`src/rtl/z2_bus_initiator.sv`:
```
// Zorro II / 68000-style single-cycle bus master: arbitrates via BR_n/BG_n/BGACK_n,
// runs one read or write, then releases the bus. Optional S_WAIT timeout: Z2M_TIMEOUT_EN.
module z2_bus_initiator #(
  parameter int unsigned SETTLE_CYC = 1,
  parameter int unsigned HOLD_CYC   = 1
`ifdef Z2M_TIMEOUT_EN
  ,
  parameter int unsigned TIMEOUT_CYC = 255
`endif
) (
  input  logic        MEMCLK,
  input  logic        RESET_n,
  input  logic        req,
  input  logic        req_rw,
  input  logic [22:0] req_addr,
  input  logic [15:0] req_wdata,
  input  logic [1:0]  req_be,
  output logic        busy,
  output logic        done,
  output logic        err,
  output logic [15:0] rdata,
  output logic        BR_n,
  input  logic        BG_n,
  input  logic        BGACK_n_i,
  output logic        BGACK_n_o,
  output logic        BGACK_oe,
  input  logic        AS_n_i,
  input  logic        DTACK_n,
  input  logic        BERR_n,
  output logic        bus_oe,
  output logic [22:0] ADDR_O,
  output logic        AS_n_o,
  output logic        UDS_n,
  output logic        LDS_n,
  output logic        RW_o,
  output logic [15:0] D_O,
  output logic        D_oe,
  input  logic [15:0] D_I
);

  localparam logic [3:0] S_IDLE   = 4'd0;
  localparam logic [3:0] S_ARB    = 4'd1;
  localparam logic [3:0] S_ADDR   = 4'd2;
  localparam logic [3:0] S_WSTB   = 4'd3;
  localparam logic [3:0] S_WAIT   = 4'd4;
  localparam logic [3:0] S_SETTLE = 4'd5;
  localparam logic [3:0] S_TERM   = 4'd6;
  localparam logic [3:0] S_REL    = 4'd7;

  localparam logic [7:0] SettleLast = (SETTLE_CYC > 1) ? 8'(SETTLE_CYC - 1) : 8'd0;
  localparam logic [7:0] HoldLast   = (HOLD_CYC > 1) ? 8'(HOLD_CYC - 1) : 8'd0;
`ifdef Z2M_TIMEOUT_EN
  localparam logic [7:0] TmoLast    = 8'(TIMEOUT_CYC - 1);
  logic [7:0] tmo_q, tmo_d;
`endif

  // Sync vector order: {BG_n, BGACK_n_i, AS_n_i, DTACK_n, BERR_n}; resets to idle-high.
  logic [4:0]  meta_q, meta_d, sync_q, sync_d;
  logic        bg_s, bgack_s, as_s, dtack_s, berr_s;

  logic [3:0]  state_q, state_d;
  logic [7:0]  cnt_q, cnt_d;
  logic [22:0] addr_q, addr_d;
  logic [15:0] wdata_q, wdata_d, rdata_q, rdata_d;
  logic [1:0]  be_q, be_d;
  logic        rw_q, rw_d, rw_o_q, rw_o_d;
  logic        br_n_q, br_n_d, bgack_n_q, bgack_n_d, bgack_oe_q, bgack_oe_d;
  logic        bus_oe_q, bus_oe_d, d_oe_q, d_oe_d;
  logic        as_n_q, as_n_d, uds_n_q, uds_n_d, lds_n_q, lds_n_d;
  logic        busy_q, busy_d, done_q, done_d, err_q, err_d;
  logic        strobe_off;

  assign meta_d = {BG_n, BGACK_n_i, AS_n_i, DTACK_n, BERR_n};
  assign sync_d = meta_q;
  assign {bg_s, bgack_s, as_s, dtack_s, berr_s} = sync_q;

  always_comb begin
    state_d    = state_q;
    cnt_d      = cnt_q;
    addr_d     = addr_q;
    wdata_d    = wdata_q;
    rdata_d    = rdata_q;
    be_d       = be_q;
    rw_d       = rw_q;
    rw_o_d     = rw_o_q;
    br_n_d     = br_n_q;
    bgack_n_d  = bgack_n_q;
    bgack_oe_d = bgack_oe_q;
    bus_oe_d   = bus_oe_q;
    d_oe_d     = d_oe_q;
    as_n_d     = as_n_q;
    uds_n_d    = uds_n_q;
    lds_n_d    = lds_n_q;
    busy_d     = busy_q;
    done_d     = 1'b0;
    err_d      = err_q;
    strobe_off = 1'b0;
`ifdef Z2M_TIMEOUT_EN
    tmo_d      = tmo_q;
`endif
    case (state_q)
      S_IDLE: begin
        if (req) begin
          if (req_be == 2'b00) begin
            done_d = 1'b1;
            err_d  = 1'b1;
          end else begin
            addr_d  = req_addr;
            wdata_d = req_wdata;
            be_d    = req_be;
            rw_d    = req_rw;
            busy_d  = 1'b1;
            err_d   = 1'b0;
            br_n_d  = 1'b0;
            state_d = S_ARB;
          end
        end
      end
      S_ARB: begin
        // Only take the bus once the previous master has fully finished its cycle.
        if (!bg_s && as_s && bgack_s && dtack_s) begin
          bgack_oe_d = 1'b1;
          bgack_n_d  = 1'b0;
          br_n_d     = 1'b1;
          bus_oe_d   = 1'b1;
          rw_o_d     = rw_q;
          state_d    = S_ADDR;
        end
      end
      S_ADDR: begin
        as_n_d = 1'b0;
        if (rw_q) begin
          uds_n_d = ~be_q[1];
          lds_n_d = ~be_q[0];
          state_d = S_WAIT;
`ifdef Z2M_TIMEOUT_EN
          tmo_d   = 8'd0;
`endif
        end else begin
          d_oe_d  = 1'b1;
          state_d = S_WSTB;
        end
      end
      S_WSTB: begin
        uds_n_d = ~be_q[1];
        lds_n_d = ~be_q[0];
        state_d = S_WAIT;
`ifdef Z2M_TIMEOUT_EN
        tmo_d   = 8'd0;
`endif
      end
      S_WAIT: begin
        if (!berr_s) begin
          err_d      = 1'b1;
          strobe_off = 1'b1;
          cnt_d      = 8'd0;
          state_d    = S_TERM;
        end else if (!dtack_s) begin
          cnt_d = 8'd0;
          if (SETTLE_CYC == 0) begin
            if (rw_q) rdata_d = D_I;
            strobe_off = 1'b1;
            state_d    = S_TERM;
          end else begin
            state_d = S_SETTLE;
          end
`ifdef Z2M_TIMEOUT_EN
        end else if (tmo_q == TmoLast) begin
          err_d      = 1'b1;
          strobe_off = 1'b1;
          cnt_d      = 8'd0;
          state_d    = S_TERM;
        end else begin
          tmo_d = tmo_q + 8'd1;
`endif
        end
      end
      S_SETTLE: begin
        if (cnt_q == SettleLast) begin
          if (rw_q) rdata_d = D_I;
          strobe_off = 1'b1;
          cnt_d      = 8'd0;
          state_d    = S_TERM;
        end else begin
          cnt_d = cnt_q + 8'd1;
        end
      end
      S_TERM: begin
        if (cnt_q == HoldLast) begin
          bus_oe_d  = 1'b0;
          d_oe_d    = 1'b0;
          bgack_n_d = 1'b1;
          state_d   = S_REL;
        end else begin
          cnt_d = cnt_q + 8'd1;
        end
      end
      S_REL: begin
        bgack_oe_d = 1'b0;
        rw_o_d     = 1'b1;
        busy_d     = 1'b0;
        done_d     = 1'b1;
        state_d    = S_IDLE;
      end
      default: state_d = S_IDLE;
    endcase
    if (strobe_off) begin
      as_n_d  = 1'b1;
      uds_n_d = 1'b1;
      lds_n_d = 1'b1;
    end
  end

  always_ff @(posedge MEMCLK or negedge RESET_n) begin
    if (!RESET_n) begin
      meta_q     <= 5'h1f;
      sync_q     <= 5'h1f;
      state_q    <= S_IDLE;
      cnt_q      <= 8'd0;
      addr_q     <= 23'd0;
      wdata_q    <= 16'd0;
      rdata_q    <= 16'd0;
      be_q       <= 2'b00;
      rw_q       <= 1'b1;
      rw_o_q     <= 1'b1;
      br_n_q     <= 1'b1;
      bgack_n_q  <= 1'b1;
      bgack_oe_q <= 1'b0;
      bus_oe_q   <= 1'b0;
      d_oe_q     <= 1'b0;
      as_n_q     <= 1'b1;
      uds_n_q    <= 1'b1;
      lds_n_q    <= 1'b1;
      busy_q     <= 1'b0;
      done_q     <= 1'b0;
      err_q      <= 1'b0;
`ifdef Z2M_TIMEOUT_EN
      tmo_q      <= 8'd0;
`endif
    end else begin
      meta_q     <= meta_d;
      sync_q     <= sync_d;
      state_q    <= state_d;
      cnt_q      <= cnt_d;
      addr_q     <= addr_d;
      wdata_q    <= wdata_d;
      rdata_q    <= rdata_d;
      be_q       <= be_d;
      rw_q       <= rw_d;
      rw_o_q     <= rw_o_d;
      br_n_q     <= br_n_d;
      bgack_n_q  <= bgack_n_d;
      bgack_oe_q <= bgack_oe_d;
      bus_oe_q   <= bus_oe_d;
      d_oe_q     <= d_oe_d;
      as_n_q     <= as_n_d;
      uds_n_q    <= uds_n_d;
      lds_n_q    <= lds_n_d;
      busy_q     <= busy_d;
      done_q     <= done_d;
      err_q      <= err_d;
`ifdef Z2M_TIMEOUT_EN
      tmo_q      <= tmo_d;
`endif
    end
  end

  assign busy      = busy_q;
  assign done      = done_q;
  assign err       = err_q;
  assign rdata     = rdata_q;
  assign BR_n      = br_n_q;
  assign BGACK_n_o = bgack_n_q;
  assign BGACK_oe  = bgack_oe_q;
  assign bus_oe    = bus_oe_q;
  assign ADDR_O    = addr_q;
  assign AS_n_o    = as_n_q;
  assign UDS_n     = uds_n_q;
  assign LDS_n     = lds_n_q;
  assign RW_o      = rw_o_q;
  assign D_O       = wdata_q;
  assign D_oe      = d_oe_q;

endmodule

```
`config.mk`:
```
export PLATFORM = sky130hd
export DESIGN_NAME = z2_bus_initiator
export DESIGN_NICKNAME = d
export VERILOG_FILES = /design/src/rtl/z2_bus_initiator.sv
export SDC_FILE = /design/constraint.sdc
export NUM_CORES = 1
export LEC_CHECK = 0
export CORE_MARGIN = 8
export CORE_UTILIZATION = 35
export DETAILED_ROUTE_END_ITERATION = 8
export GPL_TIMING_DRIVEN = 0
export PLACE_DENSITY = 0.67
export RECOVER_POWER = 25
export SLEW_MARGIN = 5
export SYNTH_ARGS = -nofsm -noshare
export SYNTH_HDL_FRONTEND = slang
export SYNTH_SLANG_ARGS = --single-unit
```
`constraint.sdc`:
```
create_clock -name MEMCLK -period 2.05 [get_ports MEMCLK]
set_clock_uncertainty 0.2 [all_clocks]
set_input_delay 0.205 -clock MEMCLK [delete_from_list [all_inputs] [get_ports MEMCLK]]
set_output_delay 0.205 -clock MEMCLK [all_outputs]
set_load 0.005 [all_outputs]
```
==> results of run 1 <==
## state kept, by name, indices dropped and copies added, names as in the netlist, 2 cells and up
register  flops
ADDR_O       23
D_O          16
be_q          2
cnt_q         8
meta_q        5
rdata        16
state_q       3
sync_q        5
## synthesized netlist by cell type, drive strengths merged (4+ instances only)
cell type	instances	share of area
mux2	60	0.19
nor2	16	0.016
dfstp	17	0.12
nand2b	4	0.0066
a21oi	8	0.011
buf	12	0.017
dfrtp	74	0.49
nor3	6	0.0080
nand2	12	0.012
nand4	5	0.012
a211oi	4	0.0093
o21ai	9	0.012
inv	7	0.0070
## per-layer routing
metal	vias up	track usage	share of wire
met5	-	0	0
met4	0	0.0562	0.015
met3	15	0.0831	0.13
met2	111	0.204	0.45
met1	1372	0.154	0.41
li1	1291	-	-
## metrics by stage
step	TNS, ns	utilization	worst slack [ns]
final	0	0.526	0.0362
after global routing	-0.637	0.526	-0.0564
after global placement	-237.91	0.493	-2.70
after CTS	-0.523	0.518	-0.0260
after floorplan	0	-	0.0499
after detailed placement	-11.13	0.495	-0.263
## layout by cell type (no fill, tap or decap), drive strengths merged, types with 4 or more instances in the layout
master,n
o21ai,9
dlygate4sd3,6
clkinv,4
nor3,6
dfrtp,74
nand4,5
mux2,60
clkbuf,14
dfstp,17
inv,7
a211oi,4
nand2,12
nor2,16
a21oi,8
clkdlybuf4s50,126
buf,19
nand2b,4
## worst register-to-register path, stage by stage (launching register included)
cell	delay, ns
dfrtp_1	0.39
inv_2	0.06
ha_4	0.14
nor4b_4	0.13
buf_4	0.14
buf_4	0.13
a211oi_4	0.32
nand2_1	0.12
mux2_2	0.28
## layout make-up
class | instances | share of cell area
clock inverter | 6 | 0.0102
sequential | 91 | 0.408
timing repair buffer | 142 | 0.252
antenna | 2 | 0.000889
clock buffer | 9 | 0.0220
inverter | 7 | 0.00467
tap | 140 | 0.0311
buffer | 14 | 0.0193
multi-input combinational | 165 | 0.252
## worst paths after layout
| path | cells after the start | from | end |
|---|---|---|---|
| min in group asynchronous | 2 | RESET_n | D_O[1]$_DFFE_PN0P_ |
| worst max-delay path | 8 | cnt_q[0]$_DFFE_PN0P_ | cnt_q[0]$_DFFE_PN0P_ |
| max in group asynchronous | 3 | RESET_n | meta_q[3]$_DFF_PN1_ |
| worst max register to register | 8 | cnt_q[0]$_DFFE_PN0P_ | cnt_q[0]$_DFFE_PN0P_ |
| worst min-delay path | 0 | meta_q[3]$_DFF_PN1_ | sync_q[3]$_DFF_PN1_ |
| worst min register to register | 0 | meta_q[3]$_DFF_PN1_ | sync_q[3]$_DFF_PN1_ |
## where the power goes
group	switching (W)	internal, W	total [W]
registers	0.000385	0.00253	0.00292
clock network	0.000626	0.000549	0.00117
logic	0.00116	0.00207	0.00322
total	0.00217	0.00515	0.00731
## what timing repair did
item,CTS,global route
endpoints found under the hold margin,39,0
gates cloned,0,1
endpoints found under the setup margin,54,66
hold buffers,1,0
gates resized for setup,7,15
setup buffers,4,3
pin swaps,1,2
## kinds of logic after synthesis
family                   synth area share
multiplexers                        0.194
flip-flops                          0.609
XOR/XNOR                          0.00697
adder cells (fa/ha/maj)           0.00663
buffers and inverters              0.0259
AO/OA/AOI/OAI                      0.0614
AND/OR/NAND/NOR                    0.0955
==> impl_metrics.csv, run 1 <==
group,metric,value,unit
synthesis,syn_avg_cell_area,13.6,µm²
synthesis,async_reset_ff_frac,1.00,
route,wirelength,9710,µm
pwr,leakage,2.38,nW
critical_path,end_kind,"register",
route,remaining_drc_errors,0,
timing,drv_slew,0,
grt,grt.total_usage,0.136,
route,first_pass_iters,4,
synthesis,ys_ff_latch,91,
grt,antenna_found_initial,2,
placed_design,hpwlAfterDp,7230,µm
route,vias,2789,
timing,finalHoldViolCount,0,
synthesis,syn_nets,345,
clock_network,cts.sinks,91,
pwr,ir_worst_vdd,695,µV
floorplanning,start_util,0.353,
pwr,power,0.00731,W
placed_design,dp.cells,550,
critical_path,critPathLaunchType,"register",
clock_network,clockRootBuffer,"clkbuf_8",
critical_path,crit_type,"register to register",
route,antenna_left,0,
status,status,"finished, final reports clean",
clock_network,cts_tree,"built",
timing,fin_crit,2.01,ns
critical_path,worstPathRequired,2.10,ns
floorplanning,core_region_area,0.0107,mm²
critical_path,arrival,2.06,ns
floorplanning,die_x,120,µm
grt,grt_pass1_wl,15700,µm
critical_path,crit_fanout,5,
cells_and_area,area_growth,49.2,%
clock_network,clock_path_buffers,2,
timing,timing.final.crit_share,0.982,
placed_design,gp_congestion,0.841,
synthesis,synthesis.area,0.00377,mm²
cells_and_area,finalNetCount,498,
timing,fmax,497,MHz
route,vias_per_cell,4.84,
timing,holdWs,0.156,ns
clock_network,cts-buffers-inserted,9,
synthesis,ys_seq_area_frac,0.609,
cells_and_area,multi_input_area,0.00142,mm²
placed_design,placed_area,0.00529,mm²
worst_hold_path,hold_class,"register to register",
critical_path,slowest_delay,0.39,ns
timing,setup_viol,0,
cells_and_area,fin_cells,576,
floorplanning,rows,38,
critical_path,path_cells,"inv_2 > ha_4 > nor4b_4 > buf_4 > buf_4 > a211oi_4 > nand2_1 > mux2_2",
placed_design,numPortBuffers,132,
critical_path,r2r_slack,0.04,ns
route,drt_iter0_markers,94,
synthesis,syn_inst,277,
cells_and_area,fin_area,0.00563,mm²
run,cap_violations,0,
cells_and_area,fillers,963,
floorplanning,die-height,120,µm
floorplanning,dieArea,0.0144,mm²
grt,gr-total-overflow,0,
grt,first_global_vias,3028,
timing,worst_slew_pin_slew,0.952,ns
synthesis,synth_flop_cell,"dfrtp_1",
clock_network,clk_latency,0.36,ns
cells_and_area,layout-drive-gt1-share,0.288,
critical_path,crit_path_top_delay_cell,"dfrtp_1",
route,wl_per_cell,16.9,µm
timing,grt_setup_unrepaired,"yes",
floorplanning,ios,133,
synthesis,synth_edf_count,0,
critical_path,crit_top_cell,"buf_4",
clock_network,cts_max_level,3,
clock_network,clkTransAtPathRegs,0.09,ns
synthesis,ys_types,45,
grt,grt_max_degree,53,
cells_and_area,regArea,0.00230,mm²
timing,slew_headroom,0.365,
pwr,powerDensity,1300,mW/mm²
critical_path,crit_family,"flip-flops",
critical_path,cp.buffers_inverters,3,
synthesis,yosys_warnings,0,
No activity file was read; power rests on OpenSTA's default activity.
==> run 2, diff against run 1 <==
--- a/config.mk
+++ b/config.mk
@@ -6,10 +6,10 @@
 export NUM_CORES = 1
 export LEC_CHECK = 0
 export CORE_MARGIN = 8
-export CORE_UTILIZATION = 35
+export CORE_UTILIZATION = 41
 export DETAILED_ROUTE_END_ITERATION = 8
 export GPL_TIMING_DRIVEN = 0
-export PLACE_DENSITY = 0.67
+export PLACE_DENSITY = 0.77
 export RECOVER_POWER = 25
 export SLEW_MARGIN = 5
 export SYNTH_ARGS = -nofsm -noshare
==> impl_metrics.csv, run 2 (same netlist as run 1, synthesis figures left out) <==
group,metric,value,unit
route,wl_per_cell,17.3,µm
grt,grt_max_degree,63,
cells_and_area,area_growth,49.3,%
cells_and_area,fin_cells,546,
route,antenna_left,0,
critical_path,path_cells,"buf_2 > nor3_2 > and3_1 > buf_4 > buf_4 > mux2_2",
cells_and_area,layout-drive-gt1-share,0.290,
critical_path,cp.buffers_inverters,3,
critical_path,crit_type,"register to register",
timing,finalHoldViolCount,0,
timing,drv_slew,0,
pwr,p_int,0.00534,W
critical_path,worstPathRequired,2.09,ns
grt,antenna_found_initial,1,
clock_network,cts.sinks,91,
worst_hold_path,holdCritStartpoint,"meta_q[0]$_DFF_PN1_",
timing,fmax,497,MHz
pwr,p_comb_frac,0.430,
critical_path,critPathLaunchType,"register",
floorplanning,dieArea,0.0125,mm²
timing,worst_slew_pin_slew,0.737,ns
route,drt_iter0_markers,191,
worst_hold_path,hold_depth,0,
timing,timing.final.crit_share,0.982,
critical_path,regToRegStartpoint,"state_q[1]$_DFFE_PN0P_",
pwr,swShare,0.293,
grt,gr-total-overflow,0,
placed_design,dp.cells,521,
clock_network,clkTransAtPathRegs,0.09,ns
floorplanning,die-height,112,µm
route,vias,2731,
pwr,seq_power_share,0.386,
critical_path,r2r_slack,0.04,ns
pwr,pwr-share-clk,0.184,
floorplanning,start_util,0.416,
clock_network,clockRootBuffer,"clkbuf_8",
timing,setup_viol,0,
route,wirelength,9430,µm
clock_network,cts_tree,"built",
timing,fin_crit,2.01,ns
critical_path,arrival,2.05,ns
critical_path,crit_top_cell,"buf_4",
critical_path,cp.depth,6,
grt,first_global_vias,3048,
route,vias_per_cell,5.00,
cells_and_area,fin_area,0.00563,mm²
critical_path,r2r_end,"ADDR_O[22]$_DFFE_PN0P_",
floorplanning,core_region_area,0.00906,mm²
cells_and_area,finalNetCount,497,
pwr,ir_worst_vdd,903,µV
cells_and_area,layout_commonest_cell,"clkdlybuf4s50_1",
placed_design,numPortBuffers,132,
clock_network,cts-buffers-inserted,9,
floorplanning,ios,133,
placed_design,gp_congestion,0.866,
status,status,"finished, final reports clean",
cells_and_area,largest_reg_flops,23,
grt,grt.total_usage,0.152,
cells_and_area,fillers,740,
floorplanning,rows,35,
grt,grt_pass1_wl,15200,µm
pwr,leakage,2.40,nW
route,first_pass_iters,4,
worst_hold_path,holdPathEnd,"sync_q[0]$_DFF_PN1_",
clock_network,cts_max_level,3,
pwr,powerDensity,1340,mW/mm²
run,cap_violations,0,
critical_path,slowest_delay,0.38,ns
timing,slew_headroom,0.509,
worst_hold_path,hold_class,"register to register",
pwr,p_sw,0.00222,W
clock_network,clk_latency,0.36,ns
critical_path,end_kind,"register",
cells_and_area,final_cell_mix,"clkdlybuf4s50_1 (126), dfrtp_1 (74), mux2_2 (50)",
placed_design,placed_area,0.00526,mm²
critical_path,crit_fanout,10,
timing,grt_setup_unrepaired,"yes",
placed_design,hpwlAfterDp,6990,µm
critical_path,crit_family,"buffers and inverters",
critical_path,crit_path_top_delay_cell,"dfrtp_1",
floorplanning,die_x,112,µm
route,remaining_drc_errors,0,
critical_path,worstRegToRegCells,6,
clock_network,clock_path_buffers,2,
## run 2: cell type report
class	instances	area, µm²	area share
multi-input cells	165	1430	0.253
diodes	1	2.50	0.000444
well taps	111	139	0.0247
repair buffers	141	1410	0.251
flip-flops and latches	91	2300	0.408
plain buffers	14	96.3	0.0171
inverters	7	26.3	0.00467
clock inverters	6	93.8	0.0167
clock buffers	10	138	0.0244
## run 2: timing repair
| item | CTS | global route |
|---|---|---|
| resized for setup | 8 | 14 |
| endpoints found under the setup margin | 54 | 56 |
| gates cloned | 0 | 1 |
| pin swaps | 1 | 3 |
| hold buffers | 1 | 0 |
| setup buffers | 5 | 1 |
| endpoints found under the hold margin | 75 | 0 |
## run 2: routing by layer
layer  vias to the layer above  GRT usage  part of all wire  wire [µm]
met2                       103      0.254              0.49       4660
met1                      1326      0.158              0.38       3590
met5                         -          0                 0          0
met4                         0     0.0693             0.021        199
li1                       1289          -                 -          -
met3                        13     0.0747              0.10        976
## run 2: through the flow
step | utilization | hold slack, ns | setup slack (ns) | TNS (ns) | power, W
global placement | 0.577 | 0.145 | -2.66 | -234.19 | 0.00602
detailed placement | 0.580 | -0.0337 | -0.291 | -12.35 | 0.00613
floorplan | - | -0.291 | 0.0499 | 0 | 0.00431
finish | 0.621 | 0.151 | 0.0371 | 0 | 0.00756
global route | 0.621 | 0.159 | -0.0416 | -1.03 | 0.00801
CTS | 0.614 | 0.0289 | 0.0204 | 0 | 0.00759
## run 2: power by group through the flow
stage	combinational, W	clock [W]	sequential, W
after floorplan	0.00135	0	0.00296
after global placement	0.00311	0	0.00291
after detailed placement	0.00318	0	0.00295
after CTS	0.00323	0.00144	0.00292
after global routing	0.00350	0.00149	0.00302
final	0.00325	0.00139	0.00291
## run 2: worst max-delay path by stage
stage                            from                      to  slack [ns]
3_3_place_gp                  RESET_n   rdata[10]$_DFFE_PN0P_       -2.66
5_1_grt        state_q[1]$_DFFE_PN0P_  ADDR_O[20]$_DFFE_PN0P_       -0.04
3_5_place_dp                req_be[1]      D_O[9]$_DFFE_PN0P_       -0.29
4_1_cts        state_q[1]$_DFFE_PN0P_      D_O[9]$_DFFE_PN0P_        0.02
6_report       state_q[1]$_DFFE_PN0P_  ADDR_O[22]$_DFFE_PN0P_        0.04
2_1_floorplan    cnt_q[0]$_DFFE_PN0P_   rdata[10]$_DFFE_PN0P_        0.05
